## src/rtl/handshake_arbiter.sv

```systemverilog
// handshake_arbiter: round-robin sharing of one 4-phase req/ack datapath stage among N_REQ requesters.
// Define HS_SYNC_EN to pass req_in and stage_ack through 2-flop synchronizers.
module handshake_arbiter #(
  parameter  int WIDTH = 8,
  parameter  int N_REQ = 4,
  localparam int GW    = (N_REQ > 1) ? $clog2(N_REQ) : 1
) (
  input  logic                   clk,
  input  logic                   rst_n,
  input  logic [N_REQ-1:0]       req_in,
  output logic [N_REQ-1:0]       ack_in,
  input  logic [N_REQ*WIDTH-1:0] data_in,
  output logic [WIDTH-1:0]       res_out,
  output logic [GW-1:0]          grant_id,
  output logic                   busy,
  output logic                   stage_req,
  input  logic                   stage_ack,
  output logic [WIDTH-1:0]       stage_din,
  input  logic [WIDTH-1:0]       stage_dout
);

  typedef enum logic [1:0] {
    S_IDLE,
    S_ISSUE,
    S_RELEASE,
    S_RESP
  } state_e;

  logic [N_REQ-1:0] req_s;
  logic             stage_ack_s;

`ifdef HS_SYNC_EN
  logic [N_REQ-1:0] req_meta_q;
  logic [N_REQ-1:0] req_sync_q;
  logic             ack_meta_q;
  logic             ack_sync_q;

  // NOTE: sequential state uses non-blocking assignments so every flop samples pre-edge values.
  always_ff @(posedge clk or negedge rst_n) begin
    if (!rst_n) begin
      req_meta_q <= '0;
      req_sync_q <= '0;
      ack_meta_q <= 1'b0;
      ack_sync_q <= 1'b0;
    end else begin
      req_meta_q <= req_in;
      req_sync_q <= req_meta_q;
      ack_meta_q <= stage_ack;
      ack_sync_q <= ack_meta_q;
    end
  end

  assign req_s       = req_sync_q;
  assign stage_ack_s = ack_sync_q;
`else
  assign req_s       = req_in;
  assign stage_ack_s = stage_ack;
`endif

  state_e            state_q,     state_d;
  logic [GW-1:0]     ptr_q,       ptr_d;
  logic [GW-1:0]     grant_id_q,  grant_id_d;
  logic [WIDTH-1:0]  stage_din_q, stage_din_d;
  logic [WIDTH-1:0]  res_out_q,   res_out_d;
  logic [N_REQ-1:0]  ack_in_q,    ack_in_d;
  logic              busy_q,      busy_d;
  logic              stage_req_q, stage_req_d;

  // Round-robin search starting just after the last winner. Scanning from the
  // farthest candidate back towards ptr+1 leaves the highest-priority hit last.
  logic          any_req;
  logic [GW-1:0] winner;
  logic [GW:0]   cand;

  always_comb begin
    any_req = 1'b0;
    winner  = '0;
    cand    = '0;
    for (int k = N_REQ; k >= 1; k--) begin
      cand = {1'b0, ptr_q} + (GW+1)'(k);
      if (cand >= (GW+1)'(N_REQ)) cand = cand - (GW+1)'(N_REQ);
      if (req_s[cand[GW-1:0]]) begin
        any_req = 1'b1;
        winner  = cand[GW-1:0];
      end
    end
  end

  // NOTE: every signal gets a hold default before the case so no latch can be inferred.
  always_comb begin
    state_d     = state_q;
    ptr_d       = ptr_q;
    grant_id_d  = grant_id_q;
    stage_din_d = stage_din_q;
    res_out_d   = res_out_q;
    ack_in_d    = ack_in_q;
    busy_d      = busy_q;
    stage_req_d = stage_req_q;

    case (state_q)
      S_IDLE: begin
        if (any_req) begin
          grant_id_d  = winner;
          stage_din_d = data_in[winner*WIDTH +: WIDTH];
          busy_d      = 1'b1;
          stage_req_d = 1'b1;
          state_d     = S_ISSUE;
        end
      end
      S_ISSUE: begin
        if (stage_ack_s) begin
          res_out_d   = stage_dout;
          stage_req_d = 1'b0;
          state_d     = S_RELEASE;
        end
      end
      S_RELEASE: begin
        // Ack to the requester only once the stage has fully returned to zero.
        if (!stage_ack_s) begin
          ack_in_d             = '0;
          ack_in_d[grant_id_q] = 1'b1;
          state_d              = S_RESP;
        end
      end
      S_RESP: begin
        if (!req_s[grant_id_q]) begin
          ack_in_d = '0;
          ptr_d    = grant_id_q;
          busy_d   = 1'b0;
          state_d  = S_IDLE;
        end
      end
      default: state_d = S_IDLE;
    endcase
  end

  always_ff @(posedge clk or negedge rst_n) begin
    if (!rst_n) begin
      state_q     <= S_IDLE;
      ptr_q       <= GW'(N_REQ - 1);
      grant_id_q  <= '0;
      stage_din_q <= '0;
      res_out_q   <= '0;
      ack_in_q    <= '0;
      busy_q      <= 1'b0;
      stage_req_q <= 1'b0;
    end else begin
      state_q     <= state_d;
      ptr_q       <= ptr_d;
      grant_id_q  <= grant_id_d;
      stage_din_q <= stage_din_d;
      res_out_q   <= res_out_d;
      ack_in_q    <= ack_in_d;
      busy_q      <= busy_d;
      stage_req_q <= stage_req_d;
    end
  end

  assign ack_in    = ack_in_q;
  assign res_out   = res_out_q;
  assign grant_id  = grant_id_q;
  assign busy      = busy_q;
  assign stage_req = stage_req_q;
  assign stage_din = stage_din_q;

  a_ack_onehot: assert property (@(posedge clk) disable iff (!rst_n) $onehot0(ack_in_q));
  a_ack_excl:   assert property (@(posedge clk) disable iff (!rst_n) !(stage_req_q && (|ack_in_q)));

endmodule

```

## config.mk

```make
export PLATFORM = sky130hd
export DESIGN_NAME = handshake_arbiter
export DESIGN_NICKNAME = d
export VERILOG_FILES = /design/src/rtl/handshake_arbiter.sv
export SDC_FILE = /design/constraint.sdc
export NUM_CORES = 1
export LEC_CHECK = 0
export ABC_AREA = 1
export ABC_CLOCK_PERIOD_IN_PS = 2500
export CELL_PAD_IN_SITES_DETAIL_PLACEMENT = 2
export CELL_PAD_IN_SITES_GLOBAL_PLACEMENT = 2
export CORE_ASPECT_RATIO = 1.25
export CORE_MARGIN = 2
export CORE_UTILIZATION = 24
export DETAILED_ROUTE_END_ITERATION = 10
export PLACE_DENSITY_LB_ADDON = 0.1
export RECOVER_POWER = 25
export SYNTH_ARGS = -nofsm -noshare
export SYNTH_HDL_FRONTEND = slang
export SYNTH_SLANG_ARGS = --single-unit
```

## constraint.sdc

```tcl
create_clock -name clk -period 2.5 [get_ports clk]
set_clock_uncertainty 0.05 [all_clocks]
set_input_delay 0.375 -clock clk [delete_from_list [all_inputs] [get_ports clk]]
set_output_delay 0.375 -clock clk [all_outputs]
set_load 0.005 [all_outputs]
```

# Yosys cells after proc, flatten, opt, wreduce, memory -nomap -nowiden
# Index checks and enable logic that the tools add are counted.
# op_classes
n_addsub	8
magnitude_cmp	10
n_eq_ne	7
shift	1
n_mux	37
bitwise	1
reduce_logical	12
# op_table
op	n
$shiftx A32 B6 Y8	1
$mux W2	12
$lt A2 B3 Y1 const B	5
$mux W1	13
$ge A3 B3 Y1 const B	4
$bmux W1 S2	5
$reduce_and A3 Y1	3
$mux W4	2
$ne A2 B2 Y1 const B	4
$pmux W2 S4	1
$pmux W4 S2	1
$sub A2 B1 Y2 const B	4
$add A2 B2 Y3 const B	2
$reduce_and A2 Y1	3
$reduce_bool A2 Y1	3
$eq A2 B2 Y1 const B	2
$pmux W1 S2	2
$reduce_and A4 Y1	1
$add A2 B1 Y3 const B	1
$add A2 B3 Y3 const B	1
$demux W1 S2	1
$eq A2 B1 Y1 const B	1
$ge A2 B1 Y1 const B	1
$logic_not A2 Y1	1
2 further kinds	2
# word_totals
reg_bits	28
input_bits	47
out_inout_bits	24
word_cells	84

# Depth between registers and ports, before layout
# logic_depth
depth_word	11
mapped_depth	15
ltp_nobuf	14

# Worst setup path after synthesis
# OpenSTA, ideal clock, no wires.
# synth_path
path_kind	register to register
startpoint	reg ptr_q[0]
endpoint	reg stage_din_q[0] (netlist: stage_din[0])
setup_ps	118
arrival_ps	1590
required_ps	2332
path_slack_ps	742
stages_incl_launch_ff	14
n_path_buf	1
synth_period_minus_slack_ps	1758
cell_sequence	dfstp_2 buf_6 inv_6 nand2_2 nand2_2 nand2_4 nand2_4 nor2_4 nand3_2 nand2_4 inv_4 or2_0 nand2_1 nor2_2
# synth_between
elab_chain_cells	10
elab_cells_between_ends	34
cone_classes	8 x add/sub; 4 x order compare; 1 x shift; 20 x mux; 1 x reduce/logical
# synth_lines
element	line	text
start: declaration	61	logic [GW-1:0] ptr_q, ptr_d;
start signal: assignment	140	ptr_q <= GW'(N_REQ - 1);
start signal: assignment	149	ptr_q <= ptr_d;
$add A2 B3 Y3	80	cand = {1'b0, ptr_q} + (GW+1)'(k);
$ge A3 B3 Y1 or $sub A2 B1 Y2 (tied branches)	81	if (cand >= (GW+1)'(N_REQ)) cand = cand - (GW+1)'(N_REQ);
$mux W2	81	
$bmux W1 S2	82	if (req_s[cand[GW-1:0]]) begin
$mux W1 (implied by the code)	82	
$mux W2 or $mux W1 (tied branches) (4 in a row)	82	
$shiftx A32 B6 Y8 or $reduce_and A2 Y1 (tied branches)	--	
end signal: assignment	151	stage_din_q <= stage_din_d;
end: declaration	63	logic [WIDTH-1:0] stage_din_q, stage_din_d;
# Several ways; a longest one is shown, not always the timed one. The select of a mux whose other input is x is not followed.
# A chain may end at the register's enable or synchronous reset.

# Worst setup path in the final report
# Same ends and word-level chain as after synthesis.

==> metrics.txt <==
# TYPE chip_impl_metric gauge
chip_impl_info{name="run_status",value="complete, but fails checks"} 1
chip_impl_info{name="violations",value="max-capacitance violations, max-slew violations"} 1
chip_impl_metric{name="synth_compound_gate_area_share",unit=""} 0.0343
chip_impl_metric{name="synth_top_cell_area_share",unit=""} 0.356
chip_impl_info{name="setup.worst_path.start_class",value="flip-flop"} 1
chip_impl_metric{name="ys.warnings.count",unit=""} 0
chip_impl_metric{name="simple_logic_cell_fraction_of_the_synthesized_area",unit=""} 0.415
chip_impl_metric{name="dieWidth",unit="um"} 82.0
chip_impl_metric{name="wl_per_cell",unit="um"} 15.0
chip_impl_metric{name="syn_nets",unit=""} 287
chip_impl_metric{name="finalWeightedCongestion",unit=""} 0.786
chip_impl_metric{name="finalSetupViolations",unit=""} 0
chip_impl_metric{name="synth_fa_ha_area_frac",unit=""} 0.0343
chip_impl_metric{name="met1_capacity_usage_during_global_routing",unit=""} 0.196
chip_impl_metric{name="clock-sinks",unit=""} 28
chip_impl_metric{name="cts_resized",unit=""} 0
chip_impl_metric{name="synth.mux.area_fraction",unit=""} 0.0493
chip_impl_metric{name="post_synth_instance_area",unit="sq mm"} 0.00183
chip_impl_metric{name="achievable-frequency",unit="MHz"} 475
chip_impl_info{name="tritoncts",value="yes"} 1
chip_impl_metric{name="worst_supply_voltage_drop_on_vdd",unit="mV"} 0.437
chip_impl_metric{name="fp.coreArea",unit="sq mm"} 0.00736
chip_impl_metric{name="first_pass_grt_wire_length",unit="um"} 9930
chip_impl_metric{name="postCtsHoldBufs",unit=""} 0
chip_impl_metric{name="combPwrFrac",unit=""} 0.638
chip_impl_metric{name="cp_data_arrival_time",unit="ns"} 2.23
chip_impl_info{name="synth_top_area_cell",value="dfrtp_1"} 1
chip_impl_metric{name="post_cts_buffers",unit=""} 0
chip_impl_metric{name="power.sequential.fraction",unit=""} 0.255
chip_impl_metric{name="groute.usage.overall",unit=""} 0.155
chip_impl_info{name="r2r_start",value="ptr_q[0]"} 1
chip_impl_metric{name="ant_nets",unit=""} 0
chip_impl_metric{name="numPlacedInstances",unit=""} 393
chip_impl_metric{name="clkTransAtPathRegs",unit="ns"} 0.11
chip_impl_metric{name="synth_xor_area_frac",unit=""} 0
chip_impl_metric{name="yosysSeqAreaShare",unit=""} 0.385
chip_impl_metric{name="report.final.slew_viol_count",unit=""} 29
chip_impl_metric{name="synthCells",unit=""} 235
chip_impl_info{name="cts.root.buffer_cell",value="clkbuf_8"} 1
chip_impl_metric{name="place_hpwl",unit="um"} 4690
chip_impl_metric{name="gr-usage-met3",unit=""} 0.0152
chip_impl_metric{name="pin_count_of_the_biggest_net_entering_global_routing",unit=""} 29
chip_impl_info{name="holdPathEnd",value="ack_in[0]"} 1
chip_impl_metric{name="final_layout_size_suffix_gt1_frac",unit=""} 0.154
chip_impl_metric{name="clk-insertion-delay-late",unit="ns"} 0.28
chip_impl_metric{name="area_growth",unit="%"} 46.4
chip_impl_metric{name="design.die.area",unit="sq mm"} 0.00832
chip_impl_info{name="synth_area_leaders",value="dfrtp_1, nand2_1, nand3_1"} 1
chip_impl_metric{name="r2r_slack",unit="ns"} 0.40
chip_impl_metric{name="number_of_buffers_created_by_cts",unit=""} 3
chip_impl_metric{name="final_hold_viol_count",unit=""} 0
chip_impl_metric{name="worst_tran_pin_value",unit="ns"} 1.60
chip_impl_metric{name="initial_core_util",unit=""} 0.248
chip_impl_metric{name="placement.io_buffers",unit=""} 70
chip_impl_info{name="rsz0062_at_grt",value="no"} 1
chip_impl_metric{name="die-height",unit="um"} 102
chip_impl_metric{name="h_tree_depth",unit=""} 1
chip_impl_metric{name="ctsLongestPathBuffers",unit=""} 2
chip_impl_metric{name="diodes",unit=""} 0
chip_impl_info{name="gr-max-usage-layer",value="met2"} 1
chip_impl_metric{name="yosys.cell_types.count",unit=""} 27
chip_impl_metric{name="route.detailed.vias_per_inst",unit=""} 4.54
chip_impl_info{name="endpoint_kind",value="flip-flop"} 1
chip_impl_info{name="critical_path_class",value="flip-flop to flip-flop"} 1
chip_impl_metric{name="grt_antenna_before_repair",unit=""} 0
chip_impl_metric{name="via_count_of_the_first_global_routing_pass",unit=""} 1987
chip_impl_metric{name="firstDrtPassIters",unit=""} 4
chip_impl_metric{name="syn_area_per_cell",unit="sq um"} 7.77
chip_impl_metric{name="p_int",unit="W"} 0.00183
chip_impl_metric{name="detailroute.via_count",unit=""} 1801
chip_impl_metric{name="min_period_over_period",unit=""} 0.842
chip_impl_metric{name="timing.reg2reg.worst_path_depth",unit=""} 13
chip_impl_info{name="hp-class",value="flip-flop to flip-flop"} 1
chip_impl_metric{name="final_cell_count_no_fill",unit=""} 397
chip_impl_metric{name="crit_fanout",unit=""} 15
chip_impl_metric{name="detail_route.wirelength",unit="um"} 5970
chip_impl_metric{name="grt.met2_usage",unit=""} 0.281
chip_impl_metric{name="remaining_overflow_grt",unit=""} 0
chip_impl_metric{name="power.density_cell_area",unit="mW/mm^2"} 1290
chip_impl_metric{name="std_cell_rows",unit=""} 35
chip_impl_metric{name="timing.slew.headroom",unit=""} -0.0692
chip_impl_info{name="synth_top_family_by_area",value="simple AND/OR/NAND/NOR gates"} 1
chip_impl_metric{name="floorplan.io_pins",unit=""} 71
chip_impl_metric{name="drc",unit=""} 0
chip_impl_metric{name="synth.ff_latch_count",unit=""} 28
chip_impl_info{name="holdCritStartpoint",value="ack_in[0]"} 1
chip_impl_metric{name="layout.nets",unit=""} 358
chip_impl_info{name="ff_to_ff_end",value="stage_din[0]"} 1
chip_impl_metric{name="timing.hold.worst_path_depth",unit=""} 2
chip_impl_metric{name="clock_network_fraction_of_design_power",unit=""} 0.108
chip_impl_metric{name="leakage",unit="nW"} 1.23
chip_impl_metric{name="setup_tns_after_final_layout",unit="ns"} 0
chip_impl_metric{name="switching_share",unit=""} 0.467
chip_impl_metric{name="timing.final.crit_period",unit="ns"} 2.10
chip_impl_metric{name="timing.critical_path.required",unit="ns"} 2.63
chip_impl_metric{name="detailedRoute.firstIterationViolations",unit=""} 37
chip_impl_metric{name="maxCapViolations",unit=""} 1
chip_impl_metric{name="power.switching",unit="W"} 0.00161
[critical path, stage by stage (launching register included)]
cell and delay (ns):
dfstp_2 0.67, nand2_1 0.08, o21ai_1 0.13, nand2_1 0.11, nand2_2 0.10, nand2_4 0.06
nand2_2 0.07, nand2_4 0.13, nand2_4 0.20, inv_2 0.09, nand2_1 0.07, nand2_1 0.06
nor2_1 0.12, nor2_2 0.05
[cell usage after synthesis]
library cell and instances:
dfrtp_1 26, ha_1 5, dfstp_2 2, nor3_1 1
nand3_1 45, nor2_4 2, nand2_1 64, mux2_2 8
nand2_2 10, nand4_1 2, inv_1 16, nor2_1 14
nand3_2 1, inv_2 6, o21ai_1 1, a21oi_1 3
o21ai_0 7, inv_6 1, buf_2 2, buf_4 1
or2_0 2, nor2_2 3, a22oi_1 1, nand3_4 1
nand2_4 7, inv_4 1, buf_6 3
[placed cells by master, fill, tap and decap left out]
cell,count
dlygate4sd3_1,1
dfstp_2,2
nor2_4,2
inv_1,16
buf_4,1
clkdlybuf4s50_1,69
clkbuf_8,3
inv_6,1
nand4_1,2
ha_1,5
nand3_4,1
dfrtp_1,26
nor2_1,14
nand3_1,45
nor3_1,1
clkbuf_1,1
a22oi_1,1
a21oi_1,3
o21ai_1,1
nand3_2,1
nand2_1,64
inv_2,6
mux2_2,8
nand2_2,10
nand2_4,7
nor2_2,3
or2_0,2
o21ai_0,7
inv_4,1
bufinv_16,1
[cell type report]
cell class / instances / area, sq um
flip-flops and latches: 28 / 703
clock buffers: 3 / 41.3
fillers: 854 / 4680
multi-input cells: 177 / 973
inverters: 24 / 97.6
well taps: 92 / 115
repair buffers: 72 / 712
clock inverters: 1 / 30.0
[power groups by stage]
| stage | Clock (W) | Combinational (W) | Sequential (W) |
|---|---|---|---|
| finish | 0.000370 | 0.00219 | 0.000876 |
| floorplan | 0 | 0.00149 | 0.000829 |
| global placement | 0 | 0.00220 | 0.000892 |
| global route | 0.000405 | 0.00250 | 0.000913 |
| CTS | 0.000387 | 0.00225 | 0.000886 |
| detailed placement | 0 | 0.00223 | 0.000893 |
[logic make-up (layout without fill, tap and decap cells)]
logic type               Yosys count  after routing
AO/OA/AOI/OAI                     12             12
adder cells (fa/ha/maj)            5              5
buffers and inverters             30            100
flip-flops                        28             28
multiplexers                       8              8
AND/OR/NAND/NOR                  152            152
[metal layers]
layer / part of all wire / vias to the layer above
met5: 0 / -
met4: 0.0047 / 0
met3: 0.023 / 2
met2: 0.55 / 33
met1: 0.42 / 870
li1: - / 896
[worst max-delay path by stage]
| stage | startpoint | endpoint | slack, ns | cells after the start |
|---|---|---|---|---|
| floorplan | ptr_q[0] | stage_din[0] | 0.74 | 13 |
| global placement | req_in[2] | stage_din[0] | 0.15 | 14 |
| detailed placement | req_in[3] | stage_din[0] | 0.10 | 14 |
| CTS | ptr_q[0] | stage_din[0] | 0.35 | 13 |
| global route | rst_n | stage_din[7] | 0.1 | 2 |
| finish | ptr_q[0] | stage_din[0] | 0.40 | 13 |
[through the flow]
step                instance area (sq um)  utilization  total power, W  setup slack, ns  hold slack [ns]
finish                               2670        0.363         0.00344            0.396            0.447
CTS                                  2680        0.364         0.00352            0.351            0.432
global route                         2670        0.363         0.00381           0.0981            0.483
global placement                     2610        0.354         0.00309            0.149            0.414
detailed placement                   2610        0.354         0.00312            0.101            0.430
floorplan                            1830            -         0.00232            0.742           0.0294
[sequential cells by signal (all words and copies together), names as in the netlist]
name / count
stage_req: 1
stage_din: 8
res_out: 8
ack_in: 4
state_q: 2
ptr_q: 2
busy: 1
grant_id: 2
(Power assumes the default switching activity.)
